## config.mk

```make
export PLATFORM = sky130hd
export DESIGN_NAME = interrupt_controller
export DESIGN_NICKNAME = d
export VERILOG_FILES = /design/src/rtl/interrupt_controller_pkg.sv /design/src/rtl/interrupt_controller_sync_edge.sv /design/src/rtl/interrupt_controller.sv
export SDC_FILE = /design/constraint.sdc
export NUM_CORES = 1
export LEC_CHECK = 0
export ABC_AREA = 1
export BUFFER_PORTS_ARGS = -buffer_cell sky130_fd_sc_hd__buf_2
export CORE_MARGIN = 4
export CORE_UTILIZATION = 45
export CTS_CLUSTER_DIAMETER = 150
export DETAILED_ROUTE_END_ITERATION = 12
export PLACE_DENSITY = 0.74
export SETUP_SLACK_MARGIN = 0.2
export SYNTH_ARGS = -nofsm -noshare
export SYNTH_HDL_FRONTEND = slang
export SYNTH_HIERARCHICAL = 1
export SYNTH_SLANG_ARGS = --single-unit
```

## constraint.sdc

```tcl
create_clock -name clk -period 1.1 [get_ports clk]
set_input_delay 0.22 -clock clk [delete_from_list [all_inputs] [get_ports clk]]
set_output_delay 0.22 -clock clk [all_outputs]
set_load 0.02 [all_outputs]
```

## src/rtl/interrupt_controller_pkg.sv

```systemverilog
// ============================================================================
// Module      : interrupt_controller_pkg
// Description : Shared state encoding, default sizes and width helper for
//               the interrupt controller.
// Revision    : 1.0 - initial release
// ============================================================================
`default_nettype none

package interrupt_controller_pkg;

    typedef enum logic [1:0] {
        ST_IDLE    = 2'd0,
        ST_ASSERT  = 2'd1,
        ST_SERVICE = 2'd2
    } irq_state_e;

    localparam int DEF_NUM_SRC        = 4;
    localparam int DEF_PULSE_CYCLES   = 2;
    localparam int DEF_SYNC_STAGES    = 2;
    localparam int DEF_TIMEOUT_CYCLES = 1024;

    // Bits needed to hold values 0..n-1, never less than one bit.
    function automatic int clog2_min1(input int n);
        return (n > 1) ? $clog2(n) : 1;
    endfunction

endpackage

`default_nettype wire

```

## src/rtl/interrupt_controller_sync_edge.sv

```systemverilog
// ============================================================================
// Module      : irq_sync_edge
// Description : Multi-flop synchronizer for one asynchronous request line
//               followed by a single-cycle rising-edge detector.
// Revision    : 1.0 - initial release
// ============================================================================
`default_nettype none

module irq_sync_edge
    import interrupt_controller_pkg::*;
#(
    parameter int SYNC_STAGES = DEF_SYNC_STAGES
) (
    input  logic clk,
    input  logic reset,
    input  logic req_async,
    output logic rise
);

    logic [SYNC_STAGES-1:0] sync_q;
    logic [SYNC_STAGES-1:0] sync_d;
    logic                   hist_q;
    logic                   hist_d;

    always_comb begin
        sync_d = {sync_q[SYNC_STAGES-2:0], req_async};
        hist_d = sync_q[SYNC_STAGES-1];
    end

    always_ff @(posedge clk or negedge reset) begin
        if (!reset) begin
            sync_q <= '0;
            hist_q <= 1'b0;
        end else begin
            sync_q <= sync_d;
            hist_q <= hist_d;
        end
    end

    assign rise = sync_q[SYNC_STAGES-1] & ~hist_q;

endmodule

`default_nettype wire

```

## src/rtl/interrupt_controller.sv

```systemverilog
// ============================================================================
// Module      : interrupt_controller
// Description : Synchronizes and latches external requests, selects one by
//               fixed priority, pulses `interrupt` and waits for rti_done.
//               Optional service watchdog: INTERRUPT_CONTROLLER_TIMEOUT_EN.
// Revision    : 1.0 - initial release
// ============================================================================
`default_nettype none

module interrupt_controller
    import interrupt_controller_pkg::*;
#(
    parameter  int NUM_SRC        = DEF_NUM_SRC,
    parameter  int PULSE_CYCLES   = DEF_PULSE_CYCLES,
    parameter  int SYNC_STAGES    = DEF_SYNC_STAGES,
    parameter  int TIMEOUT_CYCLES = DEF_TIMEOUT_CYCLES,
    localparam int SRC_W          = clog2_min1(NUM_SRC)
) (
    input  logic               clk,
    input  logic               reset,
    input  logic [NUM_SRC-1:0] irq_req,
    input  logic [NUM_SRC-1:0] irq_mask,
    input  logic               hold_off,
    input  logic               rti_done,
    output logic               interrupt,
    output logic [SRC_W-1:0]   int_src,
    output logic               busy,
    output logic [NUM_SRC-1:0] pending,
    output logic               timeout_err
);

    localparam int CNT_W = clog2_min1(PULSE_CYCLES);

    logic [NUM_SRC-1:0] rise;
    logic [NUM_SRC-1:0] eligible;
    logic [NUM_SRC-1:0] clr;
    logic [SRC_W-1:0]   sel;
    logic               any_eligible;

    irq_state_e         state_q,     state_d;
    logic [CNT_W-1:0]   cnt_q,       cnt_d;
    logic [SRC_W-1:0]   int_src_q,   int_src_d;
    logic               interrupt_q, interrupt_d;
    logic               busy_q,      busy_d;
    logic [NUM_SRC-1:0] pending_q,   pending_d;

`ifdef INTERRUPT_CONTROLLER_TIMEOUT_EN
    localparam int WD_W = clog2_min1(TIMEOUT_CYCLES);

    logic [WD_W-1:0]    wd_q,        wd_d;
    logic               terr_q,      terr_d;
`endif

    for (genvar g = 0; g < NUM_SRC; g++) begin : g_sync
        irq_sync_edge #(
            .SYNC_STAGES (SYNC_STAGES)
        ) u_sync (
            .clk       (clk),
            .reset     (reset),
            .req_async (irq_req[g]),
            .rise      (rise[g])
        );
    end

    // Lowest index wins: scan downwards so the last hit is the smallest.
    always_comb begin
        eligible     = pending_q & ~irq_mask;
        sel          = '0;
        any_eligible = 1'b0;
        for (int i = NUM_SRC - 1; i >= 0; i--) begin
            if (eligible[i]) begin
                sel          = SRC_W'(i);
                any_eligible = 1'b1;
            end
        end
    end

    always_comb begin
        state_d     = state_q;
        cnt_d       = cnt_q;
        int_src_d   = int_src_q;
        interrupt_d = interrupt_q;
        clr         = '0;
`ifdef INTERRUPT_CONTROLLER_TIMEOUT_EN
        wd_d        = wd_q;
        terr_d      = terr_q;
`endif
        case (state_q)
            ST_IDLE: begin
                if (any_eligible && !hold_off) begin
                    state_d     = ST_ASSERT;
                    int_src_d   = sel;
                    clr         = NUM_SRC'(1) << sel;
                    cnt_d       = CNT_W'(PULSE_CYCLES - 1);
                    interrupt_d = 1'b1;
                end
            end
            ST_ASSERT: begin
                if (cnt_q == '0) begin
                    state_d     = ST_SERVICE;
                    interrupt_d = 1'b0;
`ifdef INTERRUPT_CONTROLLER_TIMEOUT_EN
                    wd_d        = '0;
`endif
                end else begin
                    cnt_d = cnt_q - 1'b1;
                end
            end
            ST_SERVICE: begin
                // A return in the same cycle as the timeout is a clean return.
                if (rti_done) begin
                    state_d = ST_IDLE;
                end
`ifdef INTERRUPT_CONTROLLER_TIMEOUT_EN
                else if (wd_q == WD_W'(TIMEOUT_CYCLES - 1)) begin
                    state_d = ST_IDLE;
                    terr_d  = 1'b1;
                end else begin
                    wd_d = wd_q + 1'b1;
                end
`endif
            end
            default: begin
                state_d     = ST_IDLE;
                interrupt_d = 1'b0;
            end
        endcase

        // A new edge on the bit being cleared must not be lost.
        pending_d = (pending_q & ~clr) | rise;
        busy_d    = (state_d != ST_IDLE);
    end

    always_ff @(posedge clk or negedge reset) begin
        if (!reset) begin
            state_q     <= ST_IDLE;
            cnt_q       <= '0;
            int_src_q   <= '0;
            interrupt_q <= 1'b0;
            busy_q      <= 1'b0;
            pending_q   <= '0;
`ifdef INTERRUPT_CONTROLLER_TIMEOUT_EN
            wd_q        <= '0;
            terr_q      <= 1'b0;
`endif
        end else begin
            state_q     <= state_d;
            cnt_q       <= cnt_d;
            int_src_q   <= int_src_d;
            interrupt_q <= interrupt_d;
            busy_q      <= busy_d;
            pending_q   <= pending_d;
`ifdef INTERRUPT_CONTROLLER_TIMEOUT_EN
            wd_q        <= wd_d;
            terr_q      <= terr_d;
`endif
        end
    end

    assign interrupt = interrupt_q;
    assign int_src   = int_src_q;
    assign busy      = busy_q;
    assign pending   = pending_q;

`ifdef INTERRUPT_CONTROLLER_TIMEOUT_EN
    assign timeout_err = terr_q;
`else
    logic unused_timeout;
    assign unused_timeout = |TIMEOUT_CYCLES;
    assign timeout_err    = 1'b0;
`endif

endmodule

`default_nettype wire

```

### Word-level counts from Yosys, hierarchy flattened

Index checks and enable logic that the tools add are counted.

* register bits: 23
* bits of input ports: 12
* output and inout port bits: 9
* logic and storage cells: 61

* add/subtract/negate cells: 1
* eq/ne operators: 4
* shift operators: 1
* mux-type cells: 19
* bitwise gates (word level): 14
* reductions and logical operators: 8

Operators by type and width (count)
* 2-bit two-way mux: 7
* 4-bit bitwise AND: 2
* 4-bit two-way mux: 2
* 4-bit inverter: 2
* 1-bit two-way mux: 7
* 2-bit case mux with 3 select lines: 1
* 1-bit inverter: 5
* 1-bit bitwise AND: 4
* 2-bit inequality test, second input constant: 2
* 4-bit bitwise OR: 1
* 2-bit AND reduction: 2
* 2-bit nonzero test: 2
* 1-bit by 2-bit << shifter with 4-bit output, first input constant: 1
* 1-bit case mux with 3 select lines: 1
* 3-bit AND reduction: 1
* 2-bit by 1-bit equality test with 1-bit output, second input constant: 1
* 2-bit equality test, second input constant: 1
* 2-bit logical NOT: 1
* 1-bit case mux with 2 select lines: 1
* 1-bit logical AND: 1
* 1-bit logical NOT: 1
* 1-bit subtractor, second input constant: 1

### Logic depth before layout (Yosys ltp)

* word-level depth: 12
* mapped depth: 8
* mapped depth without buffers: 8

### Cells and area by module

Netlist, hierarchy kept.

Modules (own cells, without submodules)
* interrupt_controller: instances 1, cells each 65, area an instance 533.0 sq um, sequential area each 275.3 sq um
* irq_sync_edge: instances 4, cells each 5, area an instance 85.1 sq um, sequential area each 75.1 sq um

### Worst setup path after synthesis

No wires, ideal clock.

* kind: flip-flop to flip-flop
* from: reg pending_q[0] (netlist: pending[0])
* to: reg busy_q (netlist: busy)
* setup time: 0.131 ns
* arrival time: 0.985 ns
* required time: 0.969 ns
* path slack: -0.015 ns
* cell stages (with the launch flop): 5
* path buffers: 0
* period minus slack after synthesis: 1.115 ns
* cells stage by stage: dfrtp_1 nand2_1 nand2_1 o21ai_2 nand3b_1

* longest elaborated chain between the ends: 6

Ends and longest elaborated chain
* start, declared: RTL line interrupt_controller.sv:45 `logic [NUM_SRC-1:0] pending_q, pending_d;`
* start signal, assigned: RTL line interrupt_controller.sv:152 `pending_q <= pending_d;`
* 4-bit bitwise AND: RTL line interrupt_controller.sv:67 `eligible = pending_q & ~irq_mask;`
* 1-bit two-way mux: RTL line interrupt_controller.sv:71 `if (eligible[i]) begin`
* 1-bit logical AND: RTL line interrupt_controller.sv:90 `if (any_eligible && !hold_off) begin`
* 2-bit two-way mux: RTL line interrupt_controller.sv:90
* 2-bit case mux with 3 select lines: RTL line interrupt_controller.sv:88 `case (state_q)`
* 2-bit nonzero test: RTL line interrupt_controller.sv:131 `busy_d = (state_d != ST_IDLE);`
* via busy_d: RTL line interrupt_controller.sv:44 `logic busy_q, busy_d;`
* end signal, assigned: RTL line interrupt_controller.sv:151 `busy_q <= busy_d;`
* end, declared: RTL line interrupt_controller.sv:44

The timed path passes the listed nets, and every way through them passes these cells.
A chain may end at the register's enable or synchronous reset.

### Final worst setup path

* from: reg state_q[1]
* to: reg pending_q[3] (netlist: pending[3])

* longest elaborated chain between the ends: 5

Ends and longest elaborated chain
* start, declared: RTL line interrupt_controller.sv:40 `irq_state_e state_q, state_d;`
* start signal, assigned: RTL line interrupt_controller.sv:147 `state_q <= state_d;`
* 2-bit logical NOT: RTL line interrupt_controller.sv:88
* 4-bit two-way mux: RTL line interrupt_controller.sv:88
* 4-bit inverter: RTL line interrupt_controller.sv:130 `pending_d = (pending_q & ~clr) | rise;`
* 4-bit bitwise AND: RTL line interrupt_controller.sv:130
* 4-bit bitwise OR: RTL line interrupt_controller.sv:130
* via pending_d[3]: RTL line interrupt_controller.sv:45

The timed path passes the listed nets, and every way through them passes these cells.

==> reports/metrics.cfg <==
[placed_design]
numPortBuffers = 19
dpl_cell_area_um2 = 1015
hpwl_um = 1016
preCtsSetupSlack_ns = -0.05657
gp_congestion = 0.7731

[finish]
syn_to_final_growth_pct = 46.42
nNetsFinal = 137
layout-drive-gt1-share_pct = 49.19
design_area_um2 = 1279
antenna_cells = 0

[outcome]
violations = setup timing
status = finished with violations

[global_routing]
grt_first_pass_wirelength_um = 2877
grt-ovfl-total = 0
grt_pass1_vias = 687
antenna_found_initial = 0
grt_start_max_net_pins = 24
grt_usage_pct = 14.60

[setup_path]
cp.required_ns = 1.31
crit_chain = nor3_4 > nand3_2 > o21ai_1 > nand2_1
slowest_stage = dfrtp_1
crit_fanout = 4
crit_type = reg2reg
critPathTopFamily = simple AND/OR/NAND/NOR gates
worstPathArrival_ns = 1.40
slowest_delay_ns = 0.44
end_kind = register
cp-start-kind = register
path_buf_inv = 0

[route]
vias = 680
first_pass_iters = 4
wire_per_inst_um = 12.00
vias_per_cell = 4.564
drtIter0Drc = 10
route.detailed.drc = 0
drt-total-wl_um = 1788
antenna_left = 0

[synth]
async_flop_share_pct = 100.0
synth_nets = 97
ys_warn_count = 6
synthTopCellsByCount = dfrtp_1, nand2_1, inv_1, nor2_1, nor2_2
ys.flop_type = dfrtp_1
synth_edf_count = 0
synth_top_area_share_pct = 65.90
netlist_instances = 85
synth_area_per_cell_um2 = 10.27
synthTopCellsByArea = dfrtp_1, nand2_1, inv_1
ys_types = 17
synth_seq_area_share_pct = 65.90
yosys_register_bits = 23
synth_top_area_cell = dfrtp_1
post-synth-top-count-cell = dfrtp_1
netlist_area_um2 = 873.3

[power_and_ir_drop]
switchingPower_uw = 1100
peakVddDrop_mv = 1.156
intPower_uw = 1847
p_sw_share_pct = 37.33
power_density_nw_per_um2 = 2305
total_leakage_power_uw = 0.0006630
p_comb_share_pct = 45.0
power.share.clock_pct = 13.2
p_seq_share_pct = 41.8

[floorplan]
coreArea_um2 = 1783
start_util_pct = 48.98
std_cell_rows = 15
die_height_um = 52.06
io_pins = 21
die_x_um = 52.06
die_area_um2 = 2710

[clock_network]
htree_levels = 1
cts_max_path_buffers = 2
cts_buffers = 3
root_buffer = clkbuf_4
insertion_delay_ns = 0.31
clkTransAtPathRegs_ns = 0.13
clock_sinks = 23
cts_tree = built

[sta]
setup_ws_ns = -0.08815
skew_ns = 0.003622
tns_ns = -0.5355
fin_hold_ws_ns = 0.09211
min_period_ns = 1.188
max_freq_ghz = 0.8416
period_share_pct = 108.0
hold_viol = 0
setup_viol = 13
rsz0062_at_grt = yes
drv_slew = 0

[flow_run]
max-cap-violations = 0

[hold_path]
hp-class = in2reg

==> state kept, by name, summed over array words and instances (netlist names) <==
register              flops
busy                      1
cnt_q                     1
g_sync.u_sync/hist_q      4
g_sync.u_sync/sync_q      8
int_src                   2
interrupt                 1
pending                   4
state_q                   2
==> power groups by stage <==
stage	Sequential (µW)	Combinational (µW)	Clock, µW
global placement	1190	763	0
finish	1230	1330	389
floorplan	1340	415	0
CTS	1220	1110	407
global route	1250	1420	446
detailed placement	1210	785	0
==> kinds of logic (layout without fill, tap and decap cells) <==
group / Yosys count / in the layout / synth area share, %
simple gates: 35 / 35 / 19.05
buf+inv: 18 / 57 / 8.166
other cells: 1 / 1 / 0.4294
flops: 23 / 23 / 65.90
compound gates: 8 / 8 / 6.445
==> cell type report <==
cell class / instances / area (µm²)
inverter: 17 / 63.81
multi-input combinational: 44 / 282.8
clock inverter: 1 / 7.507
tap: 25 / 31.28
timing repair buffer: 36 / 289.0
fill: 126 / 504.2
sequential: 23 / 581.8
clock buffer: 3 / 22.52
==> per-layer routing <==
metal | global-route usage [%] | routed length [µm]
met5 | 0 | 0
met4 | 4.803 | 27
met3 | 5.158 | 93
met2 | 26.36 | 976
met1 | 15.58 | 691
==> worst paths after layout <==
| path | start | endpoint | slack (ns) | cells past startpoint |
|---|---|---|---|---|
| worst max-delay path | state_q[1] | pending[3] | -0.09 | 4 |
| worst min-delay path | rti_done | state_q[1] | 0.09 | 2 |
| worst max register to register | state_q[1] | pending[3] | -0.09 | 4 |
| worst min register to register | g_sync[1].u_sync/sync_q[0] | g_sync[1].u_sync/sync_q[1] | 0.36 | 0 |
| max in group asynchronous | reset | pending[0] | 0.35 | 2 |
| min in group asynchronous | reset | int_src[1] | 0.39 | 2 |
==> through the flow <==
stage               total power, µW  utilization (%)  instances
CTS                            2739            68.63        144
global placement               1958            56.91        128
floorplan                      1750                -         85
finish                         2947            71.72        149
global route                   3114            71.72        149
detailed placement             1992            56.91        128
==> cell usage in the layout, fill, tap and decap left out <==
cell type	n
a21o_1	2
o31ai_2	1
nand2_2	4
inv_2	2
nor3_4	1
inv_1	15
buf_6	9
buf_4	11
dlygate4sd3_1	5
nand2_1	15
o21ai_4	1
clkinvlp_4	1
o21ai_2	1
nor2_2	5
buf_2	11
nand3b_1	1
nand3_2	3
dfrtp_2	5
o21ai_1	3
conb_1	1
nor2_1	3
dfrtp_1	18
nand2_4	3
clkbuf_4	3
==> repair_timing <==
item | 4_1_cts | 5_1_grt
setup buffers | 7 | 5
pin swaps | 4 | 3
hold buffers | 5 | 0
gates resized for setup | 24 | 6
endpoints found under the hold margin | 27 | 0
endpoints found under the setup margin | 18 | 19
Power figures use the tool's default switching activity.
